[src/rtl/alu_seq_ctrl_if.sv]
// alu_seq_ctrl_if: request/control bundle between the request source (master)
// and the ALU sequencing controller (slave). Carries the start/ready/done
// handshake, the per-request opcode and register selects, and the packed
// datapath control word returned by the controller.
interface alu_seq_ctrl_if #(
    parameter int ALU_W = 2,
    parameter int SEL_W = 4
);
    localparam int CTRL_W = ALU_W + 3 * SEL_W + 1;

    logic              i_start;
    logic [ALU_W-1:0]  i_op;
    logic [SEL_W-1:0]  i_src_a;
    logic [SEL_W-1:0]  i_src_b;
    logic [SEL_W-1:0]  i_dst;
    logic              o_ready;
    logic              o_busy;
    logic              o_done;
    logic [CTRL_W-1:0] o_signal;

    // Request source: drives the request, observes status and control word
    modport master (
        output i_start, i_op, i_src_a, i_src_b, i_dst,
        input  o_ready, o_busy, o_done, o_signal
    );

    // Controller: consumes the request, drives status and control word
    modport slave (
        input  i_start, i_op, i_src_a, i_src_b, i_dst,
        output o_ready, o_busy, o_done, o_signal
    );
endinterface

[src/rtl/alu_seq_ctrl.sv]
// alu_seq_ctrl: Moore controller sequencing one register-to-register ALU
// operation per request: IDLE -> LOAD -> SETTLE x WAIT_CYC -> WRITE -> DONE.
// Control word o_signal = {alu, mux_a, mux_b, reg, w}, alu at the MSBs.
// Optional build macro ALU_SEQ_B2B_EN: accept a new request in DONE as well
// as IDLE (back-to-back operation). Undefined by default.
module alu_seq_ctrl #(
    parameter int ALU_W    = 2,
    parameter int SEL_W    = 4,
    parameter int WAIT_CYC = 2
) (
    input  logic           clk,
    input  logic           rst,
    alu_seq_ctrl_if.slave  ctrl_if
);
    localparam int CTRL_W = ALU_W + 3 * SEL_W + 1;

    // Settle counter is 8 bits wide, so WAIT_CYC must fit in 1..255
    generate
        if (WAIT_CYC < 1 || WAIT_CYC > 255) begin : g_bad_wait_cyc
            $error("alu_seq_ctrl: WAIT_CYC must be in 1..255");
        end
    endgenerate

    localparam logic [7:0] CNT_INIT = 8'(WAIT_CYC - 1);

    localparam logic [2:0] ST_IDLE   = 3'd0;
    localparam logic [2:0] ST_LOAD   = 3'd1;
    localparam logic [2:0] ST_SETTLE = 3'd2;
    localparam logic [2:0] ST_WRITE  = 3'd3;
    localparam logic [2:0] ST_DONE   = 3'd4;

`ifdef ALU_SEQ_B2B_EN
    localparam logic B2B_EN = 1'b1;
`else
    localparam logic B2B_EN = 1'b0;
`endif

    logic [2:0]       state_q, state_d;
    logic [ALU_W-1:0] op_q, op_d;
    logic [SEL_W-1:0] src_a_q, src_a_d;
    logic [SEL_W-1:0] src_b_q, src_b_d;
    logic [SEL_W-1:0] dst_q, dst_d;
    logic [7:0]       cnt_q, cnt_d;

    logic ready;
    logic accept;

    // Ready depends only on the registered state; a request is taken when
    // the source asserts start while ready
    always_comb begin
        ready = (state_q == ST_IDLE) || (B2B_EN && (state_q == ST_DONE));
        accept = ready && ctrl_if.i_start;
    end

    // Next-state, operand capture and settle-counter logic
    always_comb begin
        state_d = ST_IDLE;
        op_d    = op_q;
        src_a_d = src_a_q;
        src_b_d = src_b_q;
        dst_d   = dst_q;
        cnt_d   = cnt_q;

        // Capture happens only on acceptance; captured values otherwise hold
        if (accept) begin
            op_d    = ctrl_if.i_op;
            src_a_d = ctrl_if.i_src_a;
            src_b_d = ctrl_if.i_src_b;
            dst_d   = ctrl_if.i_dst;
        end

        case (state_q)
            ST_IDLE: begin
                state_d = accept ? ST_LOAD : ST_IDLE;
            end
            ST_LOAD: begin
                cnt_d   = CNT_INIT;
                state_d = ST_SETTLE;
            end
            ST_SETTLE: begin
                if (cnt_q == 8'd0) begin
                    state_d = ST_WRITE;
                end else begin
                    cnt_d   = cnt_q - 8'd1;
                    state_d = ST_SETTLE;
                end
            end
            ST_WRITE: begin
                state_d = ST_DONE;
            end
            ST_DONE: begin
                // accept can only be true here with back-to-back enabled
                state_d = accept ? ST_LOAD : ST_IDLE;
            end
            default: begin
                state_d = ST_IDLE;
            end
        endcase
    end

    // State and captured-request registers, cleared asynchronously
    always_ff @(posedge clk or posedge rst) begin
        if (rst) begin
            state_q <= ST_IDLE;
            op_q    <= '0;
            src_a_q <= '0;
            src_b_q <= '0;
            dst_q   <= '0;
            cnt_q   <= '0;
        end else begin
            state_q <= state_d;
            op_q    <= op_d;
            src_a_q <= src_a_d;
            src_b_q <= src_b_d;
            dst_q   <= dst_d;
            cnt_q   <= cnt_d;
        end
    end

    // Moore output decode from registered state and captured request only
    always_comb begin
        ctrl_if.o_signal = '0;
        ctrl_if.o_ready  = ready;
        ctrl_if.o_busy   = 1'b0;
        ctrl_if.o_done   = 1'b0;
        case (state_q)
            ST_LOAD, ST_SETTLE: begin
                ctrl_if.o_signal = {op_q, src_a_q, src_b_q, {SEL_W{1'b0}}, 1'b0};
                ctrl_if.o_busy   = 1'b1;
            end
            ST_WRITE: begin
                ctrl_if.o_signal = {op_q, src_a_q, src_b_q, dst_q, 1'b1};
                ctrl_if.o_busy   = 1'b1;
            end
            ST_DONE: begin
                ctrl_if.o_done = 1'b1;
            end
            default: begin
                ctrl_if.o_signal = '0;
            end
        endcase
    end

    logic unused_ok;
    assign unused_ok = ^{CTRL_W[0]};
endmodule

[src/flat_wrapper.sv]
// flat-port wrapper written by rule: the top's interface ports become plain ports
module alu_seq_ctrl_flat 
#(
    parameter int ALU_W    = 2,
    parameter int SEL_W    = 4,
    parameter int WAIT_CYC = 2
)
  (clk, rst, ctrl_if_i_start, ctrl_if_i_op, ctrl_if_i_src_a, ctrl_if_i_src_b, ctrl_if_i_dst, ctrl_if_o_ready, ctrl_if_o_busy, ctrl_if_o_done, ctrl_if_o_signal);
  alu_seq_ctrl_if #(.ALU_W(ALU_W), .SEL_W(SEL_W)) ctrl_if_i ();
  input  logic clk;
  input  logic rst;
  input wire logic [$bits(ctrl_if_i.i_start)-1:0] ctrl_if_i_start;
  input wire logic [$bits(ctrl_if_i.i_op)-1:0] ctrl_if_i_op;
  input wire logic [$bits(ctrl_if_i.i_src_a)-1:0] ctrl_if_i_src_a;
  input wire logic [$bits(ctrl_if_i.i_src_b)-1:0] ctrl_if_i_src_b;
  input wire logic [$bits(ctrl_if_i.i_dst)-1:0] ctrl_if_i_dst;
  output wire logic [$bits(ctrl_if_i.o_ready)-1:0] ctrl_if_o_ready;
  output wire logic [$bits(ctrl_if_i.o_busy)-1:0] ctrl_if_o_busy;
  output wire logic [$bits(ctrl_if_i.o_done)-1:0] ctrl_if_o_done;
  output wire logic [$bits(ctrl_if_i.o_signal)-1:0] ctrl_if_o_signal;
  assign ctrl_if_i.i_start = ctrl_if_i_start;
  assign ctrl_if_i.i_op = ctrl_if_i_op;
  assign ctrl_if_i.i_src_a = ctrl_if_i_src_a;
  assign ctrl_if_i.i_src_b = ctrl_if_i_src_b;
  assign ctrl_if_i.i_dst = ctrl_if_i_dst;
  assign ctrl_if_o_ready = ctrl_if_i.o_ready;
  assign ctrl_if_o_busy = ctrl_if_i.o_busy;
  assign ctrl_if_o_done = ctrl_if_i.o_done;
  assign ctrl_if_o_signal = ctrl_if_i.o_signal;
  alu_seq_ctrl #(.ALU_W(ALU_W), .SEL_W(SEL_W), .WAIT_CYC(WAIT_CYC)) u_core (.clk(clk), .rst(rst), .ctrl_if(ctrl_if_i));
endmodule
[config.mk]
export PLATFORM = sky130hd
export DESIGN_NAME = alu_seq_ctrl_flat
export DESIGN_NICKNAME = d
export VERILOG_FILES = /design/src/rtl/alu_seq_ctrl_if.sv /design/src/rtl/alu_seq_ctrl.sv /design/src/flat_wrapper.sv
export SDC_FILE = /design/constraint.sdc
export NUM_CORES = 1
export LEC_CHECK = 0
export BUFFER_PORTS_ARGS = -buffer_cell sky130_fd_sc_hd__buf_4
export CAP_MARGIN = 40
export CORE_MARGIN = 5
export CORE_UTILIZATION = 30
export DETAILED_ROUTE_END_ITERATION = 10
export GPL_ROUTABILITY_DRIVEN = 0
export MAX_ROUTING_LAYER = met4
export SETUP_SLACK_MARGIN = 0.05
export SLEW_MARGIN = 10
export SYNTH_ARGS = -nofsm -noshare
export SYNTH_HDL_FRONTEND = slang
export SYNTH_SLANG_ARGS = --single-unit
[constraint.sdc]
create_clock -name clk -period 3.2 [get_ports clk]
set_input_delay 0.48 -clock clk [delete_from_list [all_inputs] [get_ports clk]]
set_output_delay 0.48 -clock clk [all_outputs]
set_load 0.005 [all_outputs]
=== After elaboration in Yosys (flattened, before gate mapping) ===
Cells that the tools add are included.

* Bits of input ports: 17
* Output and inout bits: 18
* Register bits: 25

* Eq/ne operators: 5
* Reductions and logical operators: 8
* Add/sub/neg operators: 1
* Mux-type cells: 8

{| class="wikitable"
|+ Operator list
! kind !! number
|-
| case mux 15 bit (2 select lines) || 1
|-
| case mux 8 bit (2 select lines) || 1
|-
| case mux 3 bit (4 select lines) || 1
|-
| zero test 8 bit || 1
|-
| two-way mux 8 bit || 1
|-
| subtractor 8 x 1 -> 8 bit (second input constant) || 1
|-
| == test 3 x 2 -> 1 bit (second input constant) || 2
|-
| two-way mux 1 bit || 4
|-
| OR reduction 2 bit || 2
|-
| == test 3 x 1 -> 1 bit (second input constant) || 1
|-
| == test 3 bit (second input constant) || 1
|-
| zero test 3 bit || 1
|-
| OR reduction 3 bit || 1
|-
| != test 2 bit (second input constant) || 1
|-
| AND reduction 2 bit || 1
|-
| nonzero test 2 bit || 1
|-
| logical AND 1 bit || 1
|}

=== Depth between registers and ports, before layout ===
* Depth after elaboration: 4
* Gate-level depth with buffers: 6
* Depth with buffers taken out: 5

=== Worst setup path before layout ===
OpenSTA, ideal clock, no wires.

* Path kind: flip-flop to flip-flop
* Start: register u_core.cnt_q[0]
* End: register u_core.cnt_q[5]
* Arrival time: 1.395 ns
* Stages on the path, launching flop included: 6
* Data required time: 3.081 ns
* Setup slack: 1.687 ns
* Library setup time: 0.119 ns
* Path through: dfrtp_1 -> inv_1 -> ha_1 -> or3b_1 -> o2111a_1 -> o21a_1

* Longest elaborated chain between the ends: 3
* Elaborated cells on any way between the ends: 6
* Classes of those cells: 1 x add/sub; 1 x eq/ne; 2 x mux; 2 x reduce/logical

{| class="wikitable"
|+ Ends and longest elaborated chain
! element !! RTL line !! RTL
|-
| start: declaration || alu_seq_ctrl.sv:43 || <nowiki>logic [7:0] cnt_q, cnt_d;</nowiki>
|-
| start signal: assignment || alu_seq_ctrl.sv:116 || <nowiki>cnt_q <= cnt_d;</nowiki>
|-
| subtractor 8 x 1 -> 8 bit or zero test 8 bit (tied branches) || alu_seq_ctrl.sv:84, alu_seq_ctrl.sv:81 ||
|-
| two-way mux 8 bit or != test 2 bit (tied branches) || - ||
|-
| case mux 8 bit (2 select lines) or AND reduction 2 bit (tied branches) || - ||
|}

Parallel ways exist; a longest one is shown, timed or not. The select of a mux whose other input is x is not followed.
A chain may end at the register's enable or synchronous reset.

=== Worst setup path after layout ===
* Start: register u_core.state_q[0]
* End: output ctrl_if_o_signal[9]

* Longest elaborated chain between the ends: 3
* Elaborated cells on any way between the ends: 5
* Classes of those cells: 3 x eq/ne; 1 x mux; 1 x reduce/logical

{| class="wikitable"
|+ Ends and longest elaborated chain
! element !! RTL line !! RTL
|-
| start: declaration || alu_seq_ctrl.sv:38 || <nowiki>logic [2:0] state_q, state_d;</nowiki>
|-
| start signal: assignment || alu_seq_ctrl.sv:111 || <nowiki>state_q <= state_d;</nowiki>
|-
| == test 3 x 1 -> 1 bit or == test 3 x 2 -> 1 bit (tied branches) || alu_seq_ctrl.sv:126 || <nowiki>case (state_q)</nowiki>
|-
| OR reduction 2 bit || - ||
|-
| case mux 15 bit (2 select lines) (*) || alu_seq_ctrl.sv:126 ||
|-
| end: declaration || flat_wrapper.sv:20 || <nowiki>output wire logic [$bits(ctrl_if_i.o_signal)-1:0] ctrl_if_o_signal;</nowiki>
|}

Every way passes the cells marked *; elsewhere a longest branch is shown, timed or not.

==> summary.md <==
| Metric | Value |
|---|---|
| CTS max path bufs | 2 |
| Seq cells post-synth | 25 |
| Status | finished, final reports clean |
| Final Critical Period | ~2.1 ns |
| Row cnt | 24 |
| Placed inst area | around 1600 µm² |
| Worst path required time | 2.72 ns |
| CTS Root Cell | clkbuf_8 |
| CP max stage cell | dfrtp_1 |
| Period utilization | ~67% |
| CTS Buf Count | 3 |
| Slew @ Worst Pin | roughly 0.88 ns |
| IO Port Bufs | 34 |
| Bufs and invs on worst path | 1 |
| Remaining Overflow, GRT | 0 |
| Net count after synthesis | roughly 130 |
| Initial core utilization | 31.0% |
| Clk Latency, worst-skew pair | 0.26 ns |
| Unrepaired setup endpoints after global routing | no |
| Leakage | about 0.81 nW |
| Vias in the first global route | about 930 |
| DR vias/cell | about 4.7 |
| Initial antenna violation count | 0 |
| CTS tree | built |
| Vias post-DR | roughly 940 |
| Top cell by count, worst path | nor2_1 |
| Post-route ant nets | 0 |
| Layout Skew | 0.00446 ns |
| Headroom to the max-slew limit | between 40% and 50% |
| Clock transition at path regs | 0.09 ns |
| First-pass GRT wire length | between 4 and 5 mm |
| Most frequent cells in the layout | 34 x buf_4, 25 x dfrtp_1, 16 x and2_1, 9 x mux2_4, 7 x inv_1 |
| Final hold slack | around 0.14 ns |
| Antenna diodes | 0 |
| Synth Instances | ~110 |
| Pre-antenna DRT Iters | 4 |
| Family with the most delay on the worst path | simple AND/OR/NAND/NOR gates |
| Residual DRC count | 0 |
| Avg WL per Cell | 13.8 µm |
| Slew Limit Fails | 0 |
| CTS H-tree lvls | 1 |
| CP cell instances | nor2_1 > nor2_1 > and2_1 > buf_4 |
| Boundary pin count | 35 |
| Share of layout cells above drive strength 1 | between 40% and 50% |
| Total global-route track usage | 9.37% |
| Final Hold Viols | 0 |
| TNS Setup | 0 ns |
| Final setup vio count | 0 |
| Syn Area/Cell | 12.0 µm² |
| Slowest stage delay, CP | between 0.5 and 0.6 ns |
| Largest net degree at the start of global routing | 22 |
| Yosys warnings | 0 |
| Type of the worst setup path | reg -> out |
| CP startpoint kind | register |
| Synth area leaders | dfrtp_1 46%, mux2_4 10%, and2_1 7.4%, mux2_2 4.2%, mux2i_1 3.7% |
| Area growth, synth to finish | 24.8% |
| Peak fanout along the critical path | 11 |
| Power per cell area | around 900 nW/µm² |
| Clock sinks | 25 |
| Most common cell after layout, fill and taps aside | buf_4 |
| Die height | between 70 and 80 µm |
| Area leader, netlist | dfrtp_1 |
| Die boundary width | 77.1 µm |
| Max VDD drop | about 220 µV |
| DP Wirelength | slightly above 2 mm |
| Core Footprint | roughly 4400 µm² |
| Post-Route WL | around 2.7 mm |
| Register area share after synthesis | between 40% and 50% |
| # Max-Cap Violations | 0 |
| Arrival @ worst endpoint | about 1.7 ns |
| Post_cts resized | 0 |
| Hold Buf Count CTS | 0 |
| Initial drt markers | 24 |
| Worst min-delay path class | in -> async |
| Post-Syn Area | roughly 1400 µm² |
| Die area | roughly 6000 µm² |
| Post-CTS Setup Bufs | 0 |
| Power, Total | 1.52 mW |
| Fin nets | approximately 170 |
| Post-synth top area share | a little under half |
| Fmax | 468 MHz |
| Final Instance Area | about 1700 µm² |
| Crit. End Element | output pin |
| Count of cell types in the netlist | 34 |
cell usage after synthesis, drive strengths merged:
master / number
o2111a: 1
ha: 1
nand3: 2
nor3: 2
and3b: 2
mux2i: 5
nor4b: 1
inv: 7
o21a: 1
nor2: 4
and2b: 1
o2111ai: 1
nor4: 2
nor3b: 3
o211ai: 2
or3b: 3
a211o: 1
a21oi: 3
and2: 16
clkbuf: 2
or4: 1
o21ai: 2
dfrtp: 25
buf: 4
nand4: 1
nand2: 5
mux2: 14
a31o: 1
worst paths after layout:
path / cells after the start / from / end / slack (ns)
min in group clk: 2 / ctrl_if_i_src_b[1] / u_core.src_b_q[1]$_DFFE_PP0P_ / 0.45
min reg2reg: 1 / u_core.src_a_q[3]$_DFFE_PP0P_ / u_core.src_a_q[3]$_DFFE_PP0P_ / 0.51
max in group asynchronous: 3 / rst / u_core.src_a_q[0]$_DFFE_PP0P_ / 2.67
max: 4 / u_core.state_q[0]$_DFF_PP0_ / ctrl_if_o_signal[9] / 1.06
max reg2reg: 3 / u_core.state_q[2]$_DFF_PP0_ / u_core.src_b_q[3]$_DFFE_PP0P_ / 1.20
min: 2 / rst / u_core.op_q[1]$_DFFE_PP0P_ / 0.14
worst register-to-register path, stage by stage, from the launching register on:
cell	delay (ns)
dfrtp_1	0.50
nor3_2	0.25
and2_1	0.73
mux2_2	0.42
report_power, final:
part / internal, mW / switching, mW / total (mW)
combinational: 0.448 / 0.316 / 0.764
sequential: 0.454 / 0.120 / 0.574
clock: 0.0888 / 0.0957 / 0.185
final cells by class:
class                           count  area [µm²]
Timing Repair Buffer               35         283
Multi-Input combinational cell     75         642
Clock buffer                        4        45.0
Fill cell                         406        2670
Inverter                            7        26.3
Tap cell                           52        65.1
Sequential cell                    25         626
registers in the layout, summed over array words and instances (netlist names):
| name | count |
|---|---|
| u_core.cnt_q | 8 |
| u_core.dst_q | 4 |
| u_core.op_q | 2 |
| u_core.src_a_q | 4 |
| u_core.src_b_q | 4 |
| u_core.state_q | 3 |
per-layer routing:
layer  GRT usage [%]  share of wire [%]
met1            12.3                 47
met4            1.55                  0
met3            2.93                7.2
met5               -                  0
met2            14.4                 46
cell families after synthesis:
group / count (synthesis) / share of synthesized area, %
AND/OR/NAND/NOR: 43 / 21.7
flip-flops: 25 / 46.3
multiplexers: 19 / 17.9
buffers and inverters: 13 / 6.20
AO/OA/AOI/OAI: 12 / 7.04
adder cells (fa/ha/maj): 1 / 0.926
metrics by stage:
| step | setup WS (ns) | utilization (%) | std cells |
|---|---|---|---|
| after global routing | 0.921 | 38.7 | 198 |
| after CTS | 1.04 | 38.7 | 198 |
| after floorplan | 1.69 | - | 113 |
| after global placement | 1.30 | 37.1 | 193 |
| final | 1.06 | 38.7 | 198 |
| after detailed placement | 1.20 | 37.7 | 194 |
(Power assumes the default switching activity.)
